File: src/rtl/exmem_pipe_stage.sv
// exmem_pipe_stage: EX->MEM pipeline register with valid/ready handshake,
// flush, a saturating stall counter and an optional second (skid) entry.
// Optional feature macro: EXMEM_SKID_BUFFER_EN (skid entry; in_ready no
// longer depends combinationally on out_ready). Undefined builds base mode.
//
// Skid-mode states:
//   state | meaning
//   EMPTY | no bundle held, out_valid=0
//   FULL  | main register holds the bundle presented to MEM
//   SKID  | main and skid registers both hold bundles; input refused
module exmem_pipe_stage #(
    parameter int DATA_W  = 256,
    parameter int PC_W    = 64,
    parameter int INSTR_W = 32,
    parameter int CNT_W   = 16
) (
    input  logic               clk,
    input  logic               reset,
    input  logic               hit,
    input  logic               flush,
    input  logic               in_valid,
    output logic               in_ready,
    input  logic [DATA_W-1:0]  in_data,
    input  logic [PC_W-1:0]    in_pc,
    input  logic [INSTR_W-1:0] in_instr,
    output logic               out_valid,
    input  logic               out_ready,
    output logic [DATA_W-1:0]  out_data,
    output logic [PC_W-1:0]    out_pc,
    output logic [INSTR_W-1:0] out_instr,
    output logic               out_noop,
    output logic [CNT_W-1:0]   stall_cnt
);

    logic [CNT_W-1:0] stall_cnt_q;

`ifdef EXMEM_SKID_BUFFER_EN

    typedef enum logic [1:0] {
        EMPTY = 2'd0,
        FULL  = 2'd1,
        SKID  = 2'd2
    } state_t;

    state_t             state_q;
    logic [DATA_W-1:0]  data_q;
    logic [PC_W-1:0]    pc_q;
    logic [INSTR_W-1:0] instr_q;
    logic [DATA_W-1:0]  skid_data_q;
    logic [PC_W-1:0]    skid_pc_q;
    logic [INSTR_W-1:0] skid_instr_q;

    // Input is refused only while the skid entry is occupied.
    assign in_ready  = hit && !flush && (state_q != SKID);
    assign out_valid = (state_q != EMPTY);

    // Two-entry FIFO sequencing; flush drops both entries but keeps data.
    always_ff @(posedge clk) begin
        if (reset) begin
            state_q      <= EMPTY;
            data_q       <= '0;
            pc_q         <= '0;
            instr_q      <= '0;
            skid_data_q  <= '0;
            skid_pc_q    <= '0;
            skid_instr_q <= '0;
        end else if (flush) begin
            state_q <= EMPTY;
        end else if (hit) begin
            unique case (state_q)
                EMPTY: begin
                    if (in_valid) begin
                        data_q  <= in_data;
                        pc_q    <= in_pc;
                        instr_q <= in_instr;
                        state_q <= FULL;
                    end
                end
                FULL: begin
                    if (in_valid && !out_ready) begin
                        skid_data_q  <= in_data;
                        skid_pc_q    <= in_pc;
                        skid_instr_q <= in_instr;
                        state_q      <= SKID;
                    end else if (in_valid && out_ready) begin
                        data_q  <= in_data;
                        pc_q    <= in_pc;
                        instr_q <= in_instr;
                    end else if (out_ready) begin
                        state_q <= EMPTY;
                    end
                end
                SKID: begin
                    if (out_ready) begin
                        data_q  <= skid_data_q;
                        pc_q    <= skid_pc_q;
                        instr_q <= skid_instr_q;
                        state_q <= FULL;
                    end
                end
                default: state_q <= EMPTY;
            endcase
        end
    end

`else

    logic               valid_q, valid_d;
    logic [DATA_W-1:0]  data_q, data_d;
    logic [PC_W-1:0]    pc_q, pc_d;
    logic [INSTR_W-1:0] instr_q, instr_d;
    logic               in_xfer;
    logic               out_xfer;

    // Single entry: a new bundle may replace the held one in the cycle MEM takes it.
    assign in_ready  = hit && !flush && (!valid_q || out_ready);
    assign in_xfer   = in_valid && in_ready;
    assign out_xfer  = valid_q && out_ready && hit;
    assign out_valid = valid_q;

    // Next-state selection: flush squashes, input loads, output drains.
    always_comb begin
        valid_d = valid_q;
        data_d  = data_q;
        pc_d    = pc_q;
        instr_d = instr_q;
        if (flush) begin
            valid_d = 1'b0;
        end else if (in_xfer) begin
            valid_d = 1'b1;
            data_d  = in_data;
            pc_d    = in_pc;
            instr_d = in_instr;
        end else if (out_xfer) begin
            valid_d = 1'b0;
        end
    end

    // Stage register with synchronous reset.
    always_ff @(posedge clk) begin
        if (reset) begin
            valid_q <= 1'b0;
            data_q  <= '0;
            pc_q    <= '0;
            instr_q <= '0;
        end else begin
            valid_q <= valid_d;
            data_q  <= data_d;
            pc_q    <= pc_d;
            instr_q <= instr_d;
        end
    end

`endif

    // Count stalled cycles, saturating; only reset clears it.
    always_ff @(posedge clk) begin
        if (reset) begin
            stall_cnt_q <= '0;
        end else if (hit && out_valid && !out_ready && !flush &&
                     (stall_cnt_q != {CNT_W{1'b1}})) begin
            stall_cnt_q <= stall_cnt_q + 1'b1;
        end
    end

    assign out_data  = data_q;
    assign out_pc    = pc_q;
    assign out_instr = instr_q;
    assign out_noop  = !out_valid;
    assign stall_cnt = stall_cnt_q;

endmodule

File: config.mk
export PLATFORM = sky130hd
export DESIGN_NAME = exmem_pipe_stage
export DESIGN_NICKNAME = d
export VERILOG_FILES = /design/src/rtl/exmem_pipe_stage.sv
export SDC_FILE = /design/constraint.sdc
export NUM_CORES = 1
export LEC_CHECK = 0
export ABC_AREA = 1
export CORE_AREA = 2 2 282 284
export DETAILED_ROUTE_END_ITERATION = 10
export DIE_AREA = 0 0 284 286
export GPL_ROUTABILITY_DRIVEN = 1
export PLACE_DENSITY = 0.52
export REMOVE_ABC_BUFFERS = 1
export SETUP_SLACK_MARGIN = 0.5
export SLEW_MARGIN = 20
export SYNTH_ARGS = -nofsm -noshare
export SYNTH_HDL_FRONTEND = slang
export SYNTH_SLANG_ARGS = --single-unit
File: constraint.sdc
create_clock -name clk -period 1.3 [get_ports clk]
set_clock_uncertainty 0.05 [all_clocks]
set_input_delay 0.325 -clock clk [delete_from_list [all_inputs] [get_ports clk]]
set_output_delay 0.325 -clock clk [all_outputs]
set_load 0.05 [all_outputs]
==> results of run 1 <==
[how the worst min path moves through the flow]
stage | startpoint | to | slack, ns | cells past startpoint
after floorplan | reset | out_data[0] | 0.34 | 1
after global placement | out_data[123] | out_data[123] | 0.43 | 2
after detailed placement | out_data[123] | out_data[123] | 0.44 | 2
after CTS | reset | out_data[126] | 0.14 | 3
after global routing | reset | out_data[126] | 0.18 | 3
final | reset | out_pc[41] | 0.18 | 3
[logic make-up after synthesis]
| kind of cell | synth area share |
|---|---|
| flip-flops | 0.5390 |
| AO/OA/AOI/OAI | 0.1338 |
| AND/OR/NAND/NOR | 0.2615 |
| adder cells (fa/ha/maj) | 0.0009128 |
| buffers and inverters | 0.06473 |
[state kept, by name (all words and copies together), names as in the netlist]
name and count:
stall_cnt 16, out_instr 32, out_valid 1, out_data 256, out_pc 64
[cell type report]
cell class / count / area [µm²] / area share
diodes: 2 / 5.005 / 0.0001580
clock inverters: 11 / 132.6 / 0.004187
clock buffers: 72 / 1413 / 0.04460
repair buffers: 965 / 14140 / 0.4463
well taps: 1050 / 1314 / 0.04148
multi-input cells: 1194 / 7123 / 0.2249
flip-flops and latches: 369 / 7482 / 0.2362
inverters: 18 / 67.56 / 0.002133
[where the power goes]
| part | internal (µW) | switching (µW) |
|---|---|---|
| Sequential | 11700 | 442 |
| Combinational | 3270 | 3030 |
| Clock | 8010 | 5200 |
| Total | 22900 | 8670 |
[layer usage]
| layer | up-vias | global-route usage |
|---|---|---|
| met1 | 7315 | 0.1684 |
| li1 | 7606 | - |
| met3 | 106 | 0.05845 |
| met2 | 536 | 0.2606 |
| met4 | 4 | 0.05434 |
| met5 | - | 0 |
[worst max-delay path, cell delays in order (launching register included)]
cell     delay [ns]
dfxtp_2        0.33
inv_2          0.05
nor2_4         0.10
nor2_4         0.05
buf_12         0.13
buf_16         0.13
buf_12         0.14
[what timing repair did]
| item | CTS | global route |
|---|---|---|
| buffers inserted | 26 | 15 |
| pin swaps | 2 | 115 |
| cloned | 5 | 28 |
| resized for setup | 93 | 493 |
| setup endpoints to repair | 740 | 740 |
[layout by cell type, fill, tap and decap left out, drive strengths merged]
cell type and count:
clkinv 8, nor2 54, nand2 402, dfxtp 369
nand3b 1, ha 1, clkbuf 97, bufinv 3
nand3 366, nor3 2, nand4 2, diode 2
a21oi 361, o21ai 4, inv 17, buf 585
a211oi 1, clkinvlp 1, clkdlybuf4s50 355
[per-stage QoR]
step                      TNS [ns]  instances  area (µm²)  utilization
after floorplan           -6333.26       1580       12890            -
after global placement     -275.83       3522       26930       0.3437
after detailed placement   -288.48       3522       26930       0.3437
after CTS                  -232.06       3636       29040       0.3706
after global routing       -289.23       3680       31670       0.4042
final                      -224.19       3681       31670       0.4042
==> flow_summary.ini, run 1 <==
[status]
status = complete, but fails checks
failed_checks = negative setup slack

[power_and_ir_drop]
ir_drop_uv = 977.2
total_power_uw = 31610
power.density_nw_per_um2 = 998.1
leakage_uw = 0.01153

[routing]
drt-met1-wl_mm = 26.51
wl_met3_mm = 5.559
final_antenna_net_count = 0
wl_met2_mm = 34.10
drtIter0Drc = 621
vias = 15570
highest_layer = met5
wl_per_cell_um = 18.57
viasPerCell = 4.229
drc = 0
drt_pre_antenna_iters = 5
drt-total-wl_mm = 68.34

[layout]
fill_cells = 7621
fin_nets = 2953
drive_gt1_frac = 0.4028
synthToLayoutAreaGrowth_pct = 131.1

[clock_tree]
cts_made_buffers = 46
tritoncts = built
path_clk_slew_ns = 0.06
clk_latency_ns = 0.57
clock_sinks = 369
clockRootBuffer = clkbuf_16
clock_path_buffers = 3
cts_hold_buf = 0
htreeDepth = 2

[synthesis]
synth_most_common_cell = nand2_1
synth_seq_cells = 369
synth_ff_type = dfxtp_1
yosysSeqAreaShare = 0.5390
syn_area_per_cell_um2 = 7.886
ys_top_cells_by_area = dfxtp_1 54%, nand3_1 13%, a21oi_1 13%, nand2_1 11%, buf_2 2.4%
ys_types = 22
yosys.area.top_type = dfxtp_1
synth_edf_count = 0
synthArstFlopShare = 0
synth_top_cell_area_share = 0.5390
synthTopCellsByCount = 399 x nand2_1, 369 x dfxtp_1, 366 x nand3_1, 361 x a21oi_1, 67 x buf_2
synthCells = 1738
yosys_warnings = 0
netlist_area_um2 = 13710

[setup_path]
ff2ff_setup_slack_ns = -0.48
r2r_cells = 12
crit_type = reg -> out
crit_required_ns = 0.93
r2r_start = out_valid
endpoint = in_ready
timing.rr.end = out_instr[6]
crit_arrival_ns = 1.50
critPathCaptureType = primary output
critPathLaunch = out_valid
path_max_fanout = 2
cp-start-kind = flip-flop

[sta]
final_max_slew_viol_count = 0
hold_viol = 0
period_share = 1.444
tightest_slew_ns = 0.5328
setup_viol = 740
max_freq_mhz = 532.6
hold-worst-slack_ns = 0.1846
slew_headroom = 0.6444
rsz0062_at_grt = yes
fin_crit_ns = 1.877
fin_ws_ns = -0.5774

[floorplanning]
die_h_um = 286
die_area_um2 = 81220
start_util = 0.1749
fp-row-count = 103
core_area_um2 = 78360
die_w_um = 284
io_pins = 729

[global_route]
track_usage = 0.1509
grt_pass1_vias = 15110
antenna_found_initial = 4
grt-ovfl-total = 0
grt_max_degree = 62
grt_pass1_wl_mm = 94.94

[placement]
dpl_worst_slack_ns = -0.8717
portBuffers = 728
gp_congestion = 0.8448
dpl.hpwl_mm = 47.78

[worst_hold_path]
hp-class = in -> reg

[flow_run]
max_cap_viol_count = 0
(Power assumes the default switching activity.)
==> run 2, diff against run 1 <==
--- a/config.mk
+++ b/config.mk
@@ -12,7 +12,6 @@
 export GPL_ROUTABILITY_DRIVEN = 1
 export PLACE_DENSITY = 0.52
 export REMOVE_ABC_BUFFERS = 1
-export SETUP_SLACK_MARGIN = 0.5
 export SLEW_MARGIN = 20
 export SYNTH_ARGS = -nofsm -noshare
 export SYNTH_HDL_FRONTEND = slang
==> flow_summary.ini, run 2 (synthesis results as in run 1) <==
[setup_path]
crit_arrival_ns = 1.51
crit_type = reg -> out
path_max_fanout = 2
critPathCaptureType = primary output
crit_required_ns = 0.93
cp-start-kind = flip-flop
r2r_cells = 12

[global_route]
grt_max_degree = 62
grt_pass1_wl_mm = 95.03
track_usage = 0.1510
antenna_found_initial = 4
grt-ovfl-total = 0
grt_pass1_vias = 15150

[floorplanning]
die_w_um = 284
fp-row-count = 103
core_area_um2 = 78360
io_pins = 729
die_area_um2 = 81220
die_h_um = 286
start_util = 0.1749

[clock_tree]
cts_hold_buf = 0
clk_latency_ns = 0.57
clock_sinks = 369
cts_made_buffers = 46
tritoncts = built
htreeDepth = 2
clockRootBuffer = clkbuf_16
clock_path_buffers = 3
path_clk_slew_ns = 0.06

[sta]
hold_viol = 0
rsz0062_at_grt = yes
final_max_slew_viol_count = 0
max_freq_mhz = 529.8
period_share = 1.452
setup_viol = 740
fin_ws_ns = -0.5875
fin_crit_ns = 1.887
slew_headroom = 0.6503
tns_ns = -228.16
tightest_slew_ns = 0.5239

[status]
failed_checks = negative setup slack
status = complete, but fails checks

[placement]
dpl.hpwl_mm = 47.78
gp_congestion = 0.8448
dpl_worst_slack_ns = -0.8717
portBuffers = 728

[worst_hold_path]
min_path_cells = 3
hp-class = in -> reg

[layout]
drive_gt1_frac = 0.4695
largest_reg_flops = 256
synthToLayoutAreaGrowth_pct = 138.6
final_cell_mix = 422 x buf_12, 355 x nand3_1, 355 x clkdlybuf4s50_1
utilization = 0.4174
final_common_cell = buf_12
layout.area.seq_um2 = 7512
fill_cells = 7527
multiInputGateArea_um2 = 7881
fin_nets = 2965

[routing]
wl_per_cell_um = 18.96
drt_pre_antenna_iters = 5
drtIter0Drc = 629
highest_layer = met5
wl_met3_mm = 5.688
viasPerCell = 4.276
drc = 0
wl_met2_mm = 35.40
final_antenna_net_count = 0
drt-total-wl_mm = 70.02
vias = 15790
drt-met1-wl_mm = 26.75

[flow_run]
max_cap_viol_count = 0

[power_and_ir_drop]
power.density_nw_per_um2 = 975.2
leakage_uw = 0.01185
ir_drop_uv = 970.4
==> run 2: changes by cell type in the layout (fill, tap and decap cells not counted), sizes merged <==
cell	change
buf	+8
clkbuf	+4
==> run 2: power by group <==
| part | internal, µW | switching (µW) |
|---|---|---|
| sequential | 11700 | 474 |
| combinational | 3380 | 3140 |
| clock | 8020 | 5220 |
| total | 23100 | 8840 |
==> run 2: per-stage QoR <==
step / cells / power, µW / area, µm² / hold slack, ns
final: 3693 / 31900 / 32710 / 0.1973
after global routing: 3692 / 33120 / 32700 / 0.1729
after CTS: 3642 / 31450 / 29190 / 0.1360
after detailed placement: 3522 / 17920 / 26930 / 0.4365
after global placement: 3522 / 17900 / 26930 / 0.4323
after floorplan: 1580 / 14080 / 12890 / 0.3441
==> run 2: path summary, 6_finish.rpt <==
path / from / to / slack, ns
min reg2reg: out_data[52] / out_data[52] / 0.43
min: reset / out_pc[41] / 0.20
max reg2reg: out_valid / out_instr[6] / -0.51
max: out_valid / in_ready / -0.59
==> run 2: timing repair <==
action | 4_1_cts | 5_1_grt
pin swaps | 13 | 174
gates cloned | 5 | 34
setup buffers | 33 | 16
gates resized for setup | 134 | 692
endpoints found under the setup margin | 740 | 740
==> run 2: layout make-up <==
type,instances,share of cell area
inverters,18,0.002066
repair buffers,977,0.4397
flip-flops and latches,369,0.2297
multi-input cells,1194,0.2410
clock inverters,11,0.004055
diodes,2,0.0001530
clock buffers,72,0.04319
well taps,1050,0.04017
==> run 2: critical path, stage by stage (launching register included) <==
cell	delay, ns
dfxtp_2	0.33
inv_2	0.05
nor2_4	0.10
nor2_4	0.05
buf_12	0.13
buf_16	0.13
buf_12	0.14
==> run 2: per-layer routing <==
layer / vias up / global-route usage
li1: 7635 / -
met1: 7518 / 0.1685
met2: 526 / 0.2615
met3: 109 / 0.05789
met4: 4 / 0.05421
met5: - / 0
